===== config.mk =====
export PLATFORM = sky130hd
export DESIGN_NAME = vga_timing_gen
export DESIGN_NICKNAME = d
export VERILOG_FILES = /design/src/rtl/vga_timing_pkg.sv /design/src/rtl/vga_axis_counter.sv /design/src/rtl/vga_timing_gen.sv
export SDC_FILE = /design/constraint.sdc
export NUM_CORES = 1
export LEC_CHECK = 0
export CAP_MARGIN = 20
export CELL_PAD_IN_SITES_DETAIL_PLACEMENT = 1
export CELL_PAD_IN_SITES_GLOBAL_PLACEMENT = 2
export CORE_ASPECT_RATIO = 0.8
export CORE_MARGIN = 2
export CORE_UTILIZATION = 31
export CTS_CLUSTER_DIAMETER = 50
export DETAILED_ROUTE_END_ITERATION = 10
export HOLD_SLACK_MARGIN = 0.05
export MAX_ROUTING_LAYER = met4
export PLACE_DENSITY = 0.84
export SYNTH_ARGS = -nofsm -noshare
export SYNTH_HDL_FRONTEND = slang
export SYNTH_SLANG_ARGS = --single-unit

===== constraint.sdc =====
create_clock -name vga_clk -period 2.4 [get_ports vga_clk]
set_clock_uncertainty 0.05 [all_clocks]
set_input_delay 0.72 -clock vga_clk [delete_from_list [all_inputs] [get_ports vga_clk]]
set_output_delay 0.72 -clock vga_clk [all_outputs]
set_load 0.05 [all_outputs]

===== src/rtl/vga_timing_pkg.sv =====
// rtl/vga_timing_pkg.sv - shared 640x480@60 timing constants and coordinate type
package vga_timing_pkg;

  typedef logic [9:0] coord_t;

  localparam int DEF_H_VISIBLE = 640;
  localparam int DEF_H_FP      = 16;
  localparam int DEF_H_SYNC    = 96;
  localparam int DEF_H_BP      = 48;
  localparam int DEF_V_VISIBLE = 480;
  localparam int DEF_V_FP      = 10;
  localparam int DEF_V_SYNC    = 2;
  localparam int DEF_V_BP      = 33;

  localparam int DEF_H_TOTAL   = DEF_H_VISIBLE + DEF_H_FP + DEF_H_SYNC + DEF_H_BP;
  localparam int DEF_V_TOTAL   = DEF_V_VISIBLE + DEF_V_FP + DEF_V_SYNC + DEF_V_BP;
  localparam int DEF_HS_START  = DEF_H_VISIBLE + DEF_H_FP;
  localparam int DEF_HS_END    = DEF_HS_START + DEF_H_SYNC;
  localparam int DEF_VS_START  = DEF_V_VISIBLE + DEF_V_FP;
  localparam int DEF_VS_END    = DEF_VS_START + DEF_V_SYNC;

  // Half-open window test [lo, hi) on a raster coordinate.
  function automatic logic in_window(input coord_t v, input coord_t lo, input coord_t hi);
    return (v >= lo) && (v < hi);
  endfunction

endpackage


===== src/rtl/vga_axis_counter.sv =====
// rtl/vga_axis_counter.sv - wrapping raster axis counter with terminal-count flag
module vga_axis_counter
  import vga_timing_pkg::*;
#(
  parameter int TOTAL = DEF_H_TOTAL
) (
  input  logic   clk,
  input  logic   rst,
  input  logic   en,
  output coord_t count,
  output logic   tc
);

  localparam coord_t LAST = coord_t'(TOTAL - 1);

  coord_t count_q;

  assign count = count_q;
  assign tc    = (count_q == LAST);

  // Written every cycle (hold included) so the state register has a single update path.
  always_ff @(posedge clk or posedge rst) begin
    if (rst) begin
      count_q <= '0;
    end else if (en) begin
      count_q <= tc ? '0 : count_q + 1'b1;
    end else begin
      count_q <= count_q;
    end
  end

endmodule


===== src/rtl/vga_timing_gen.sv =====
// rtl/vga_timing_gen.sv - VGA raster timing: counters plus one aligned output register stage
module vga_timing_gen
  import vga_timing_pkg::*;
#(
  parameter int   H_VISIBLE   = DEF_H_VISIBLE,
  parameter int   H_FP        = DEF_H_FP,
  parameter int   H_SYNC      = DEF_H_SYNC,
  parameter int   H_BP        = DEF_H_BP,
  parameter int   V_VISIBLE   = DEF_V_VISIBLE,
  parameter int   V_FP        = DEF_V_FP,
  parameter int   V_SYNC      = DEF_V_SYNC,
  parameter int   V_BP        = DEF_V_BP,
  parameter logic SYNC_ACTIVE = 1'b0
) (
  input  logic        vga_clk,
  input  logic        reset,
  output logic        hs,
  output logic        vs,
  output logic        blank,
  output logic        sync,
  output coord_t      DrawX,
  output coord_t      DrawY,
  output logic        line_start,
  output logic        frame_start,
  output logic        vblank_start,
  output logic [15:0] frame_count
);

  localparam int H_TOTAL = H_VISIBLE + H_FP + H_SYNC + H_BP;
  localparam int V_TOTAL = V_VISIBLE + V_FP + V_SYNC + V_BP;

  localparam coord_t H_VIS_C  = coord_t'(H_VISIBLE);
  localparam coord_t V_VIS_C  = coord_t'(V_VISIBLE);
  localparam coord_t HS_START = coord_t'(H_VISIBLE + H_FP);
  localparam coord_t HS_END   = coord_t'(H_VISIBLE + H_FP + H_SYNC);
  localparam coord_t VS_START = coord_t'(V_VISIBLE + V_FP);
  localparam coord_t VS_END   = coord_t'(V_VISIBLE + V_FP + V_SYNC);

  coord_t      hc;
  coord_t      vc;
  logic        h_tc;
  logic        v_tc_unused;
  logic [15:0] frame_cnt_q;

  vga_axis_counter #(.TOTAL(H_TOTAL)) u_hcnt (
    .clk   (vga_clk),
    .rst   (reset),
    .en    (1'b1),
    .count (hc),
    .tc    (h_tc)
  );

  vga_axis_counter #(.TOTAL(V_TOTAL)) u_vcnt (
    .clk   (vga_clk),
    .rst   (reset),
    .en    (h_tc),
    .count (vc),
    .tc    (v_tc_unused)
  );

  logic at_line0;
  logic at_frame0;
  logic at_vblank;
  logic vis_now;
  logic hs_now;
  logic vs_now;

  always_comb begin
    at_line0  = (hc == '0);
    at_frame0 = at_line0 && (vc == '0);
    at_vblank = at_line0 && (vc == V_VIS_C);
    vis_now   = (hc < H_VIS_C) && (vc < V_VIS_C);
    hs_now    = in_window(hc, HS_START, HS_END);
    vs_now    = in_window(vc, VS_START, VS_END);
  end

  // Every output is decoded from the same (hc, vc) so all of them describe one pixel.
  always_ff @(posedge vga_clk or posedge reset) begin
    if (reset) begin
      DrawX        <= '0;
      DrawY        <= '0;
      blank        <= 1'b0;
      hs           <= ~SYNC_ACTIVE;
      vs           <= ~SYNC_ACTIVE;
      line_start   <= 1'b0;
      frame_start  <= 1'b0;
      vblank_start <= 1'b0;
      frame_cnt_q  <= '0;
    end else begin
      DrawX        <= hc;
      DrawY        <= vc;
      blank        <= vis_now;
      hs           <= hs_now ? SYNC_ACTIVE : ~SYNC_ACTIVE;
      vs           <= vs_now ? SYNC_ACTIVE : ~SYNC_ACTIVE;
      line_start   <= at_line0;
      frame_start  <= at_frame0;
      vblank_start <= at_vblank;
      frame_cnt_q  <= frame_cnt_q + {15'd0, at_vblank};
    end
  end

  assign sync        = 1'b0;
  assign frame_count = frame_cnt_q;

endmodule


## Word level (Yosys, flattened, before mapping)

Index checks and enable logic that the tools add are counted.

| word-level totals | value |
|---|---|
| bits in registers | 62 |
| bits of input ports | 2 |
| output and inout bits | 43 |

| cells by class | value |
|---|---|
| add/sub/neg operators | 3 |
| eq/ne operators | 3 |
| order comparisons | 6 |
| multiplexer cells | 4 |
| reduce and logical (&&, ||, !) cells | 7 |

Operators with widths:

| operator | count |
|---|---|
| $add 10x1->10 const B | 2 |
| $eq 10x10->1 const B | 2 |
| $logic_not 10->1 | 2 |
| $lt 10x10->1 const B | 2 |
| $lt 10x9->1 const B | 2 |
| $mux 10 | 2 |
| $add 16x1->16 | 1 |
| $eq 10x9->1 const B | 1 |
| $ge 10x10->1 const B | 1 |
| $ge 10x9->1 const B | 1 |
| $logic_and 1x1->1 | 5 |
| $mux 1 | 2 |

## Depth between registers and ports, before layout

| logic depth | value |
|---|---|
| depth after elaboration | 3 |
| mapped depth | 11 |

## Cells and area by module

From an unflattened synthesis, not the netlist that was laid out.

| unflattened totals | value |
|---|---|
| cell total of the unflattened synthesis | 211 |
| area total of the unflattened synthesis | 2523.7 um^2 |

By module, submodules not included:

| module | seq. area each (um^2) | instances | area each (um^2) | cells an instance |
|---|---|---|---|---|
| vga_timing_gen | 1053.5 | 1 | 1476.4 | 105 |
| vga_axis_counter (u_vcnt) | 250.2 | 1 | 536.8 | 55 |
| vga_axis_counter (u_hcnt) | 250.2 | 1 | 510.5 | 51 |

## Worst setup path after synthesis

Ideal clock, no wire load.

| timing path | value |
|---|---|
| path kind | register -> register |
| start point | reg u_hcnt.count_q[5], in the netlist u_hcnt.count[5] |
| end point | reg frame_cnt_q[14], in the netlist frame_count[14] |
| path buffers | 1 |
| setup time | 141 ps |
| setup slack | -90 ps |
| period minus slack after synthesis | 2490 ps |
| required time | 2209 ps |
| arrival | 2299 ps |
| stages on the path, launching flop included | 12 |
| cells stage by stage | dfrtp_1 -> buf_4 -> nor3_4 -> and4b_1 -> nand3_1 -> nor2b_1 -> ha_1 -> ha_1 -> inv_1 -> nor4_1 -> nand3_1 -> xnor2_1 |

| on the way | value |
|---|---|
| longest elaborated chain between the ends | 3 |

Ends and longest elaborated chain:

| item | line | source |
|---|---|---|
| start, declared | vga_axis_counter.sv:16 | `coord_t count_q;` |
| start signal, assigned | vga_axis_counter.sv:26 | `count_q <= tc ? '0 : count_q + 1'b1;` |
| start signal, assigned | vga_axis_counter.sv:28 | `count_q <= count_q;` |
| $logic_not 10->1 | vga_timing_gen.sv:69 | `at_line0 = (hc == '0);` |
| via at_line0 | vga_timing_gen.sv:61 | `logic at_line0;` |
| $logic_and 1x1->1 | vga_timing_gen.sv:71 | `at_vblank = at_line0 && (vc == V_VIS_C);` |
| via at_vblank | vga_timing_gen.sv:63 | `logic at_vblank;` |
| $add 16x1->16 | vga_timing_gen.sv:98 | `frame_cnt_q <= frame_cnt_q + {15'd0, at_vblank};` |
| end signal, assigned | vga_timing_gen.sv:98 |  |
| end, declared | vga_timing_gen.sv:43 | `logic [15:0] frame_cnt_q;` |

The timed path passes the listed nets, and every way through them passes these cells.
A chain may end at the register's enable or synchronous reset.

## Final worst setup path

| timing path | value |
|---|---|
| start point | reg frame_cnt_q[13], in the netlist frame_count[13] |
| end point | out frame_count[13] |

RTL lines:

| item | line | source |
|---|---|---|
| end, declared | vga_timing_gen.sv:26 | `output logic [15:0] frame_count` |

No word-level cell between the ends.

==> impl_metrics.py <==
metrics = {
    "synth": {
        "synth-edff-count": 0,
        "synthTopCellsByArea": "dfrtp_1 (60%), xor2_1 (4.5%), nand3_1 (4.0%)",
        "synthFlopType": "dfrtp_1",
        "ys_seq_elements": 62,
        "syn-cell-area_mm2": 0.00251,
        "synthArstFlopShare_pct": 100,
        "yosys.area.top_type_share_pct": 59.7,
        "seq_area_frac_synth_pct": 61.8,
        "syn_area_per_cell_um2": 12.1,
        "ys_warn_count": 0,
        "syn_inst": 208,
        "syn-num-nets": 216,
        "synth_area_leader_cell": "dfrtp_1",
        "ys_types": 42,
    },
    "grt": {
        "antenna_found_initial": 0,
        "grt_pass1_vias": 1926,
        "grt_usage_pct": 14.5,
        "grt_max_degree": 63,
        "globalRouteOverflowTotal": 0,
        "grt_pass1_wl_um": 9650,
    },
    "critical_path": {
        "critPathLaunch": "frame_count[13]$_DFF_PP0_",
        "worst-path-buf-inv": 1,
        "rr_endpoint": "frame_count[14]$_DFF_PP0_",
        "critPathTopFamily": "buffers and inverters",
        "critical_path_class": "flip-flop to primary output",
        "reg2reg_depth": 10,
        "timing.rr.start": "u_hcnt.count[8]$_DFF_PP0_",
        "startpoint_type": "flip-flop",
        "end_kind": "primary output",
        "cp.depth": 1,
        "required_ns": 1.63,
        "slowest_delay_ns": 0.83,
        "crit_fanout": 4,
        "ff2ff_setup_slack_ns": 0.11,
        "crit_chain": "clkdlybuf4s50_1",
        "arrival_ns": 1.58,
        "cpMaxStageDelayCell": "clkdlybuf4s50_1",
        "timing.critical_path.to": "frame_count[13]",
    },
    "cts": {
        "cts_made_buffers": 9,
        "clk_path_buf_depth": 2,
        "cts_tree": "done",
        "clkTransAtPathRegs_ns": 0.07,
        "cts_max_level": 3,
        "clk-insertion-delay-late_ns": 0.33,
        "cts.sinks": 62,
        "cts-root-buf": "clkbuf_8",
        "cts_hold_buf": 0,
    },
    "sta": {
        "fin_tns_setup_ns": 0,
        "setup_slack_ns": 0.0505,
        "setup_violations": 0,
        "slew_headroom_pct": 65.2,
        "finalCriticalPeriod_ns": 2.35,
        "worstMarginPinSlew_ns": 0.521,
        "drv_slew": 0,
        "fmax_mhz": 426,
        "finalCritPeriodShare_pct": 97.9,
        "hold_violations": 0,
    },
    "route": {
        "vias": 1821,
        "remaining_drc_errors": 0,
        "drt_first_pass_iters": 4,
        "routed_wl_um": 6050,
        "drt_iter0_drc": 75,
        "wl_per_cell_um": 15.4,
        "postRouteAntennaNets": 0,
        "avgViaCountPerCell": 4.65,
    },
    "hold_path": {
        "min_path_type": "flip-flop to flip-flop",
    },
    "placement": {
        "dpl_cell_area_mm2": 0.00318,
        "dp_hpwl_um": 4240,
        "portBuffers": 43,
        "gp_congestion": 0.763,
        "place_ws_ns": -0.0391,
        "place_inst": 371,
    },
    "flow_run": {
        "maxCapViolCount": 0,
    },
    "final_layout": {
        "final_cell_mix": "dfrtp_1 (60), clkdlybuf4s50_1 (32), buf_4 (28)",
        "register_area_mm2": 0.00155,
        "multi_input_area_um2": 951,
        "layout.cells.non_filler": 392,
        "final_cell_area_mm2": 0.00349,
        "drive_gt1_share_pct": 22.9,
        "layout_commonest_cell": "dfrtp_1",
        "area_growth_pct": 38.9,
        "fillers": 856,
        "fin_nets": 287,
        "diodes": 0,
    },
    "die": {
        "dieArea_mm2": 0.00885,
        "start_util_pct": 31.8,
        "dieWidth_um": 105,
        "die_h_um": 84.6,
        "num_io_pins": 45,
        "fp.coreArea_mm2": 0.00791,
        "fp-row-count": 29,
    },
    "power_and_ir_drop": {
        "p_leak_uw": 0.00168,
        "power_density_mw_per_mm2": 567,
        "power_uw": 1980,
        "ir_worst_vdd_v": 0.000230,
    },
    "run_status": {
        "status": "finished clean",
    },
}
[cells by family (layout without fill, tap and decap cells)]
group / after synthesis / count (layout) / share of synthesized area [%]
XOR/XNOR: 23 / 23 / 8.01
flip-flops: 62 / 62 / 61.8
multiplexers: 2 / 2 / 0.846
AND/OR/NAND/NOR: 87 / 87 / 20.1
AO/OA/AOI/OAI: 12 / 12 / 2.79
other: 1 / 1 / 0.149
adder cells (fa/ha/maj): 6 / 6 / 2.98
buffers and inverters: 15 / 91 / 3.33
[per-layer routing]
metal	wire length, um	global-route usage, %	vias up
met5	0	-	-
met4	47	3.27	0
met3	282	5.43	4
met2	3080	23.4	40
met1	2640	17.5	923
li1	-	-	854
[where the power goes]
| group | switching [uW] | internal, uW |
|---|---|---|
| sequential | 0 | 1050 |
| combinational | 24.0 | 5.04 |
| clock | 376 | 531 |
[metrics by stage]
stage | hold slack [ns] | util (%)
after floorplan | 0.302 | -
after global placement | 0.400 | 40.2
after detailed placement | 0.400 | 40.2
after CTS | 0.419 | 42.9
after global routing | 0.426 | 44.2
final | 0.419 | 44.2
[Yosys cell counts (all sizes together) (3+ instances only)]
master   n
dfrtp   60
nand3   20
nand2   16
nor2    13
xor2    13
xnor2   10
nor3     8
inv      7
nand4    7
buf      6
ha       6
o21ai    6
and4     4
nor4     3
[flip-flops by register name (all words and copies together), names as in the netlist]
register,cells
u_vcnt.count,10
DrawX,10
line_start,1
hs,1
blank,1
vs,1
DrawY,10
vblank_start,1
frame_start,1
u_hcnt.count,10
frame_count,16
[worst min path at each step]
stage	from	endpoint	depth (start not counted)
final	u_vcnt.count[8]$_DFFE_PP0N_	DrawY[8]$_DFF_PP0_	0
after global routing	u_vcnt.count[8]$_DFFE_PP0N_	DrawY[8]$_DFF_PP0_	0
after CTS	u_vcnt.count[8]$_DFFE_PP0N_	DrawY[8]$_DFF_PP0_	0
after detailed placement	u_vcnt.count[8]$_DFFE_PP0N_	DrawY[8]$_DFF_PP0_	0
after global placement	u_vcnt.count[8]$_DFFE_PP0N_	DrawY[8]$_DFF_PP0_	0
after floorplan	u_hcnt.count[6]$_DFF_PP0_	DrawX[6]$_DFF_PP0_	0
[final cells by class]
| cell class | count | area share, % |
|---|---|---|
| sequential | 62 | 44.5 |
| multi-input combinational | 131 | 27.2 |
| timing repair buffer | 68 | 17.9 |
| clock buffer | 12 | 4.44 |
| tap | 108 | 3.87 |
| clock inverter | 4 | 1.29 |
| inverter | 7 | 0.752 |
[repair_timing]
item                       4_1_cts  5_1_grt
buffers inserted                 0        5
gates resized for setup          5       16
pin swaps                        0        6
setup endpoints to repair        6       11
Power figures use the tool's default switching activity.
